`src/rtl/ntt_agu_pkg.sv`:
```
// Shared types and helpers for the NTT address generation unit:
// FSM state encoding, stage-index width helper and butterfly index expansion.
package ntt_agu_pkg;

  typedef enum logic [1:0] {
    IDLE = 2'd0,
    RUN  = 2'd1,
    DONE = 2'd2
  } state_e;

  function automatic int sidx_w(input int log_n);
    return (log_n > 1) ? $clog2(log_n) : 1;
  endfunction

  // Open a zero bit at position s: bits of t at and above s move up by one.
  function automatic logic [31:0] insert_zero(input logic [31:0] t, input logic [4:0] s);
    logic [31:0] lo_mask;
    lo_mask = (32'd1 << s) - 32'd1;
    return ((t & ~lo_mask) << 1) | (t & lo_mask);
  endfunction

endpackage

```
`src/rtl/ntt_agu_if.sv`:
```
// Beat/handshake bundle between the NTT controller, the AGU and the banked memory.
// The tw_idx signal exists only when NTT_AGU_TWIDDLE_EN is defined.
interface ntt_agu_if
  import ntt_agu_pkg::*;
#(
  parameter int LOG_N = 3,
  parameter int LOG_B = 1
) ();
  localparam int SW = sidx_w(LOG_N);

  logic                   start;
  logic                   inv;
  logic                   busy;
  logic                   out_valid;
  logic                   out_ready;
  logic [LOG_B-1:0]       bn_u;
  logic [LOG_B-1:0]       bn_l;
  logic [LOG_N-LOG_B-1:0] ma_u;
  logic [LOG_N-LOG_B-1:0] ma_l;
  logic [SW-1:0]          stage_idx;
  logic                   last;
  logic                   done;
`ifdef NTT_AGU_TWIDDLE_EN
  logic [LOG_N-2:0]       tw_idx;
`endif

  modport master (
    input  start, inv, out_ready,
    output busy, out_valid, bn_u, bn_l, ma_u, ma_l, stage_idx, last, done
`ifdef NTT_AGU_TWIDDLE_EN
    , output tw_idx
`endif
  );

  modport slave (
    output start, inv, out_ready,
    input  busy, out_valid, bn_u, bn_l, ma_u, ma_l, stage_idx, last, done
`ifdef NTT_AGU_TWIDDLE_EN
    , input tw_idx
`endif
  );

endinterface

```
`src/rtl/ntt_agu_map.sv`:
```
// Conflict-free bank mapping: bank = digit-sum of the LOG_B-bit groups of j
// (wrapping), memory address = j >> LOG_B.
module ntt_agu_map #(
  parameter int LOG_N = 3,
  parameter int LOG_B = 1
) (
  input  logic [LOG_N-1:0]       j_i,
  output logic [LOG_B-1:0]       bn_o,
  output logic [LOG_N-LOG_B-1:0] ma_o
);
  localparam int NDIG = (LOG_N + LOG_B - 1) / LOG_B;

  logic [NDIG*LOG_B-1:0] jx;

  always_comb begin
    jx = '0;
    jx[LOG_N-1:0] = j_i;
    bn_o = '0;
    for (int d = 0; d < NDIG; d++) bn_o = bn_o + jx[d*LOG_B +: LOG_B];
  end

  assign ma_o = j_i[LOG_N-1:LOG_B];

endmodule

```
`src/rtl/ntt_agu_pipe.sv`:
```
// Dual-operand NTT address generator with valid/ready output and per-job
// forward/inverse ordering. Optional tw_idx output: define NTT_AGU_TWIDDLE_EN.
module ntt_agu_pipe
  import ntt_agu_pkg::*;
#(
  parameter int LOG_N = 3,
  parameter int LOG_B = 1,
  parameter int ITER  = 1
) (
  input logic       clk,
  input logic       rst,
  ntt_agu_if.master bus
);
  localparam int SW = sidx_w(LOG_N);
  localparam int TW = LOG_N - 1;
  localparam int MW = LOG_N - LOG_B;
  localparam int IW = (ITER > 1) ? $clog2(ITER) : 1;

  state_e            state_q, state_d;
  logic [TW-1:0]     t_q, t_d;
  logic [SW-1:0]     p_q, p_d;
  logic [IW-1:0]     i_q, i_d;
  logic              inv_q, inv_d;
  logic              vld_q, vld_d;
  logic              last_q, last_d;
  logic              done_q, done_d;
  logic              load;
  logic [SW-1:0]     s_n, stg_q;
  logic [LOG_N-1:0]  u_n, l_n;
  logic [LOG_B-1:0]  bn_u_n, bn_l_n, bn_u_q, bn_l_q;
  logic [MW-1:0]     ma_u_n, ma_l_n, ma_u_q, ma_l_q;

  // Beat fields are derived from the next counter values and captured on load.
  assign s_n = inv_d ? p_d : SW'(LOG_N - 1) - p_d;
  assign u_n = LOG_N'(insert_zero(32'(t_d), 5'(s_n)));
  assign l_n = u_n | (LOG_N'(1) << s_n);

  ntt_agu_map #(.LOG_N(LOG_N), .LOG_B(LOG_B)) u_map_u (.j_i(u_n), .bn_o(bn_u_n), .ma_o(ma_u_n));
  ntt_agu_map #(.LOG_N(LOG_N), .LOG_B(LOG_B)) u_map_l (.j_i(l_n), .bn_o(bn_l_n), .ma_o(ma_l_n));

  always_comb begin
    state_d = state_q;
    t_d     = t_q;
    p_d     = p_q;
    i_d     = i_q;
    inv_d   = inv_q;
    vld_d   = vld_q;
    last_d  = last_q;
    done_d  = 1'b0;
    load    = 1'b0;
    unique case (state_q)
      IDLE: if (bus.start) begin
        state_d = RUN;
        t_d     = '0;
        p_d     = '0;
        i_d     = '0;
        inv_d   = bus.inv;
        vld_d   = 1'b1;
        load    = 1'b1;
      end
      RUN: if (vld_q && bus.out_ready) begin
        if (last_q) begin
          state_d = DONE;
          vld_d   = 1'b0;
          last_d  = 1'b0;
          done_d  = 1'b1;
        end else begin
          load = 1'b1;
          if (t_q != '1) begin
            t_d = t_q + 1'b1;
          end else begin
            t_d = '0;
            if (p_q != SW'(LOG_N - 1)) begin
              p_d = p_q + 1'b1;
            end else begin
              p_d = '0;
              i_d = (i_q == IW'(ITER - 1)) ? '0 : i_q + 1'b1;
            end
          end
        end
      end
      DONE:    state_d = IDLE;
      default: state_d = IDLE;
    endcase
    if (load) last_d = (t_d == '1) && (p_d == SW'(LOG_N - 1)) && (i_d == IW'(ITER - 1));
  end

  always_ff @(posedge clk or negedge rst) begin
    if (!rst) begin
      state_q <= IDLE;
      t_q     <= '0;
      p_q     <= '0;
      i_q     <= '0;
      inv_q   <= 1'b0;
      vld_q   <= 1'b0;
      last_q  <= 1'b0;
      done_q  <= 1'b0;
      bn_u_q  <= '0;
      bn_l_q  <= '0;
      ma_u_q  <= '0;
      ma_l_q  <= '0;
      stg_q   <= '0;
    end else begin
      state_q <= state_d;
      t_q     <= t_d;
      p_q     <= p_d;
      i_q     <= i_d;
      inv_q   <= inv_d;
      vld_q   <= vld_d;
      last_q  <= last_d;
      done_q  <= done_d;
      if (load) begin
        bn_u_q <= bn_u_n;
        bn_l_q <= bn_l_n;
        ma_u_q <= ma_u_n;
        ma_l_q <= ma_l_n;
        stg_q  <= s_n;
      end
    end
  end

`ifdef NTT_AGU_TWIDDLE_EN
  logic [TW-1:0] tw_n, tw_q;
  logic [31:0]   tw_mask;

  // tw = (t mod 2^s) << (LOG_N-1-s)
  assign tw_mask = (32'd1 << s_n) - 32'd1;
  assign tw_n    = TW'((32'(t_d) & tw_mask) << (32'(LOG_N - 1) - 32'(s_n)));

  always_ff @(posedge clk or negedge rst) begin
    if (!rst)      tw_q <= '0;
    else if (load) tw_q <= tw_n;
  end

  assign bus.tw_idx = tw_q;
`endif

  assign bus.busy      = (state_q != IDLE);
  assign bus.out_valid = vld_q;
  assign bus.bn_u      = bn_u_q;
  assign bus.bn_l      = bn_l_q;
  assign bus.ma_u      = ma_u_q;
  assign bus.ma_l      = ma_l_q;
  assign bus.stage_idx = stg_q;
  assign bus.last      = last_q;
  assign bus.done      = done_q;

endmodule

```
`src/flat_wrapper.sv`:
```
// flat-port wrapper written by rule: the top's interface ports become plain ports
module ntt_agu_pipe_flat import ntt_agu_pkg::*;
#(
  parameter int LOG_N = 3,
  parameter int LOG_B = 1,
  parameter int ITER  = 1
)
  (clk, rst, bus_start, bus_inv, bus_out_ready, bus_busy, bus_out_valid, bus_bn_u, bus_bn_l, bus_ma_u, bus_ma_l, bus_stage_idx, bus_last, bus_done);
  ntt_agu_if #(.LOG_N(LOG_N), .LOG_B(LOG_B)) bus_i ();
  input logic clk;
  input logic rst;
  input wire logic [$bits(bus_i.start)-1:0] bus_start;
  input wire logic [$bits(bus_i.inv)-1:0] bus_inv;
  input wire logic [$bits(bus_i.out_ready)-1:0] bus_out_ready;
  output wire logic [$bits(bus_i.busy)-1:0] bus_busy;
  output wire logic [$bits(bus_i.out_valid)-1:0] bus_out_valid;
  output wire logic [$bits(bus_i.bn_u)-1:0] bus_bn_u;
  output wire logic [$bits(bus_i.bn_l)-1:0] bus_bn_l;
  output wire logic [$bits(bus_i.ma_u)-1:0] bus_ma_u;
  output wire logic [$bits(bus_i.ma_l)-1:0] bus_ma_l;
  output wire logic [$bits(bus_i.stage_idx)-1:0] bus_stage_idx;
  output wire logic [$bits(bus_i.last)-1:0] bus_last;
  output wire logic [$bits(bus_i.done)-1:0] bus_done;
  assign bus_i.start = bus_start;
  assign bus_i.inv = bus_inv;
  assign bus_i.out_ready = bus_out_ready;
  assign bus_busy = bus_i.busy;
  assign bus_out_valid = bus_i.out_valid;
  assign bus_bn_u = bus_i.bn_u;
  assign bus_bn_l = bus_i.bn_l;
  assign bus_ma_u = bus_i.ma_u;
  assign bus_ma_l = bus_i.ma_l;
  assign bus_stage_idx = bus_i.stage_idx;
  assign bus_last = bus_i.last;
  assign bus_done = bus_i.done;
  ntt_agu_pipe #(.LOG_N(LOG_N), .LOG_B(LOG_B), .ITER(ITER)) u_core (.clk(clk), .rst(rst), .bus(bus_i));
endmodule
```
`config.mk`:
```
export PLATFORM = sky130hd
export DESIGN_NAME = ntt_agu_pipe_flat
export DESIGN_NICKNAME = d
export VERILOG_FILES = /design/src/rtl/ntt_agu_pkg.sv /design/src/rtl/ntt_agu_if.sv /design/src/rtl/ntt_agu_map.sv /design/src/rtl/ntt_agu_pipe.sv /design/src/flat_wrapper.sv
export SDC_FILE = /design/constraint.sdc
export NUM_CORES = 1
export LEC_CHECK = 0
export ABC_CLOCK_PERIOD_IN_PS = 5500
export CAP_MARGIN = 0
export CORE_UTILIZATION = 45
export CTS_BUF_LIST = sky130_fd_sc_hd__clkbuf_8
export DETAILED_ROUTE_END_ITERATION = 6
export GPL_TIMING_DRIVEN = 0
export PLACE_DENSITY = 0.67
export RECOVER_POWER = 25
export SYNTH_ARGS = -nofsm -noshare
export SYNTH_HDL_FRONTEND = slang
export SYNTH_HIERARCHICAL = 1
export SYNTH_SLANG_ARGS = --single-unit
```
`constraint.sdc`:
```
create_clock -name clk -period 5.5 [get_ports clk]
set_clock_uncertainty 0.2 [all_clocks]
set_input_delay 1.65 -clock clk [delete_from_list [all_inputs] [get_ports clk]]
set_output_delay 1.65 -clock clk [all_outputs]
set_load 0.02 [all_outputs]
```
==> results_dict.tcl <==
set metrics [dict create \
    outcome "finished, final reports clean" \
    cp_slowest_stage_delay_ps 620 \
    drc 0 \
    timing.rr.end "u_core/bus.bn_l" \
    utilization_pct 58.4 \
    power.share.clock_pct 9.3 \
    cap_viol_max_count 0 \
    syn-cell-area_mm2 0.00105 \
    critical_path_depth 10 \
    setup-tns-final_ps 0 \
    crit_type "in2reg" \
    io_buffers 16 \
    vias_per_cell 5.26 \
    combPwrFrac_pct 67.3 \
    cts_buffers 3 \
    dr_wl_met2_um 927 \
    worstPathArrival_ps 4730 \
    slew_viol_final 0 \
    rr_worst_depth 10 \
    seq_area_frac_synth_pct 45.1 \
    hold_buffers 0 \
    synth_flop_cell "dfrtp_1" \
    synth_edf_count 0 \
    syn_inst 93 \
    clock.fmax_ghz 0.209 \
    wl_met1_um 901 \
    io-pin-count 17 \
    timing.slew.headroom_pct 43.4 \
    intPower_w 0.000639 \
    grt_overflow 0 \
    final_hold_viol_count 0 \
    grt_pass1_vias 744 \
    holdWs_ps 310 \
    crit_end "u_core/bus.bn_l" \
    clock-sinks 19 \
    cts_tree "yes" \
    ctsResizeCount 0 \
    core-area_mm2 0.00221 \
    met3WireLength_um 86 \
    drive_gt1_share_pct 21.2 \
    period_needed_ps 4790 \
    cts.reportedPaths.clkPinSlew_ps 70 \
    drt-initial-drc-count 12 \
    topRoutingLayerUsed "met4" \
    finalNonFillerCells 141 \
    clockBufferDepth 2 \
    critPathSlowestCell "dlygate4sd3_1" \
    peakVddDrop_v 0.000486 \
    cp.buffers_inverters 1 \
    antennaDiodeCount 0 \
    fin_crit_sh_pct 87.0 \
    critical_path_required_ps 5440 \
    cp_cell_sequence "dlygate4sd3_1, and4b_1, mux2_1, a22oi_2, ha_1, a211oi_2, a31oi_4, mux2i_1, xor3_1, mux2_2" \
    async_flop_share_pct 100 \
    swShare_pct 38.1 \
    r2r_slack_ps 2150 \
    startpoint "bus_out_ready" \
    grt_max_degree 20 \
    rows 17 \
    grtUsageTotal_pct 17.9 \
    avgSynthCellArea_um2 11.3 \
    clk_latency_ps 250 \
    finalPower_w 0.00103 \
    drt_pass1_iterations 4 \
    cts_setup_buffers 0 \
    crit_fanout 8 \
    die_h_um 50.4 \
    drt-total-wl_um 1930 \
    min_path_type "reg2reg" \
    dp_cells 137 \
    tightest_slew_ps 847 \
    dp_hpwl_um 1410 \
    rsz0062_at_grt "false" \
    leakagePower_nw 0.596 \
    avgRoutedWirePerCell_um 13.7 \
    finalSetupViolCount 0 \
    fp.dieW_um 50.4 \
    synth_cell_type_count 37 \
    nNetsFinal 121 \
    htree_num_levels 1 \
    power_switching_w 0.000393 \
    antenna_found_initial 0 \
    ctsRootBufferMaster "clkbuf_8" \
    critPathTopFamily "multiplexers" \
    gp_congestion 0.816 \
    cp-start-kind "input pin" \
    vias 742 \
    synth_nets 100 \
    power_density_mw_per_mm2 799 \
    critPathCaptureType "register" \
    reg2reg_from "u_core/t_q[0]" \
    area_growth_pct 22.7 \
    yosysWarnings 6 \
    die_area_mm2 0.00254 \
    grt_pass1_wl_um 3360 \
    antenna_left 0 \
    seq_power_share_pct 23.3 \
    initial_core_util_pct 47.6 \
    ys_ff_latch 19 \
]
-- state kept, by name, summed over array words and instances, names as in the netlist, 2 cells and up --
signal	count
u_core/bus.stage_idx	2
u_core/state_q	2
u_core/t_q	2
u_core/p_q	2
u_core/bus.ma_l	2
u_core/bus.ma_u	2
-- worst reg2reg max path: cells and delay by family, from the launching register on --
kind	cells	cell delay, ps
AOI/OAI and AO/OA	3	570
DFF	1	390
and+or+nand+nor	1	280
adders and majority gates	2	520
muxes	3	860
xor gates and xnor gates	1	440
-- power groups by stage --
| stage | Clock [W] | Combinational [W] | Sequential (W) |
|---|---|---|---|
| 2_1_floorplan | 0 | 0.000504 | 0.000280 |
| 3_3_place_gp | 0 | 0.000684 | 0.000240 |
| 3_5_place_dp | 0 | 0.000702 | 0.000244 |
| 4_1_cts | 0.000100 | 0.000705 | 0.000241 |
| 5_1_grt | 0.000107 | 0.000756 | 0.000250 |
| 6_report | 0.0000965 | 0.000695 | 0.000241 |
-- how the worst min path moves through the flow --
| stage | startpoint | to | cells after the start |
|---|---|---|---|
| final | u_core/bus.ma_u[1] | u_core/bus.ma_u[1] | 1 |
| after detailed placement | u_core/bus.ma_l[0] | u_core/bus.ma_l[0] | 1 |
| after global routing | u_core/bus.bn_u | u_core/bus.bn_u | 1 |
| after global placement | u_core/bus.ma_l[1] | u_core/bus.ma_l[1] | 1 |
| after CTS | u_core/bus.ma_u[1] | u_core/bus.ma_u[1] | 1 |
| after floorplan | u_core/i_q | u_core/i_q | 2 |
-- cell type report --
type | instances | area [um2]
Fill cell | 199 | 920
Multi-Input combinational cell | 62 | 504
Sequential cell | 19 | 475
Timing Repair Buffer | 16 | 160
Buffer | 6 | 48.8
Clock buffer | 3 | 41.3
Tap cell | 28 | 35.0
Inverter | 6 | 22.5
Clock inverter | 1 | 5.00
-- cell families after synthesis --
family / after synthesis / share of synthesized area [%]
AO/OA/AOI/OAI: 20 / 14.7
XOR/XNOR: 2 / 4.51
adder cells (fa/ha/maj): 2 / 2.37
buffers and inverters: 12 / 6.77
flip-flops: 19 / 45.1
multiplexers: 11 / 11.4
AND/OR/NAND/NOR: 27 / 15.1
-- stage by stage --
step	setup WS, ps	area (um2)
final	713	1290
after global placement	578	1250
after detailed placement	530	1250
after CTS	791	1290
after global routing	575	1290
after floorplan	1310	1050
-- cell usage in the layout, fill, tap and decap left out, types with 2 or more instances in the layout --
master,count
dfrtp_1,19
clkdlybuf4s50_1,13
nand2_1,7
mux2_2,7
a21oi_1,6
buf_4,5
nor2_1,5
inv_1,5
clkbuf_8,3
dlygate4sd3_1,3
nor2b_1,3
nor3_1,3
mux2i_1,3
and4_1,2
ha_1,2
xor3_1,2
-- cells in the mapped netlist (2+ instances only) --
master	instances	share of area (%)
dfrtp_1	19	45
mux2_2	7	7.5
nand2_1	7	2.5
a21oi_1	6	2.9
buf_4	5	3.6
inv_1	5	1.8
nor2_1	5	1.8
mux2i_1	3	2.9
nor2b_1	3	1.8
nor3_1	3	1.4
and4_1	2	1.7
ha_1	2	2.4
xor3_1	2	4.5
-- routing by layer --
metal	global-route usage [%]	up-vias
met2	28.9	16
li1	-	373
met3	4.24	2
met5	0	-
met1	22.6	351
met4	8.33	0
No activity file was read; power rests on OpenSTA's default activity.
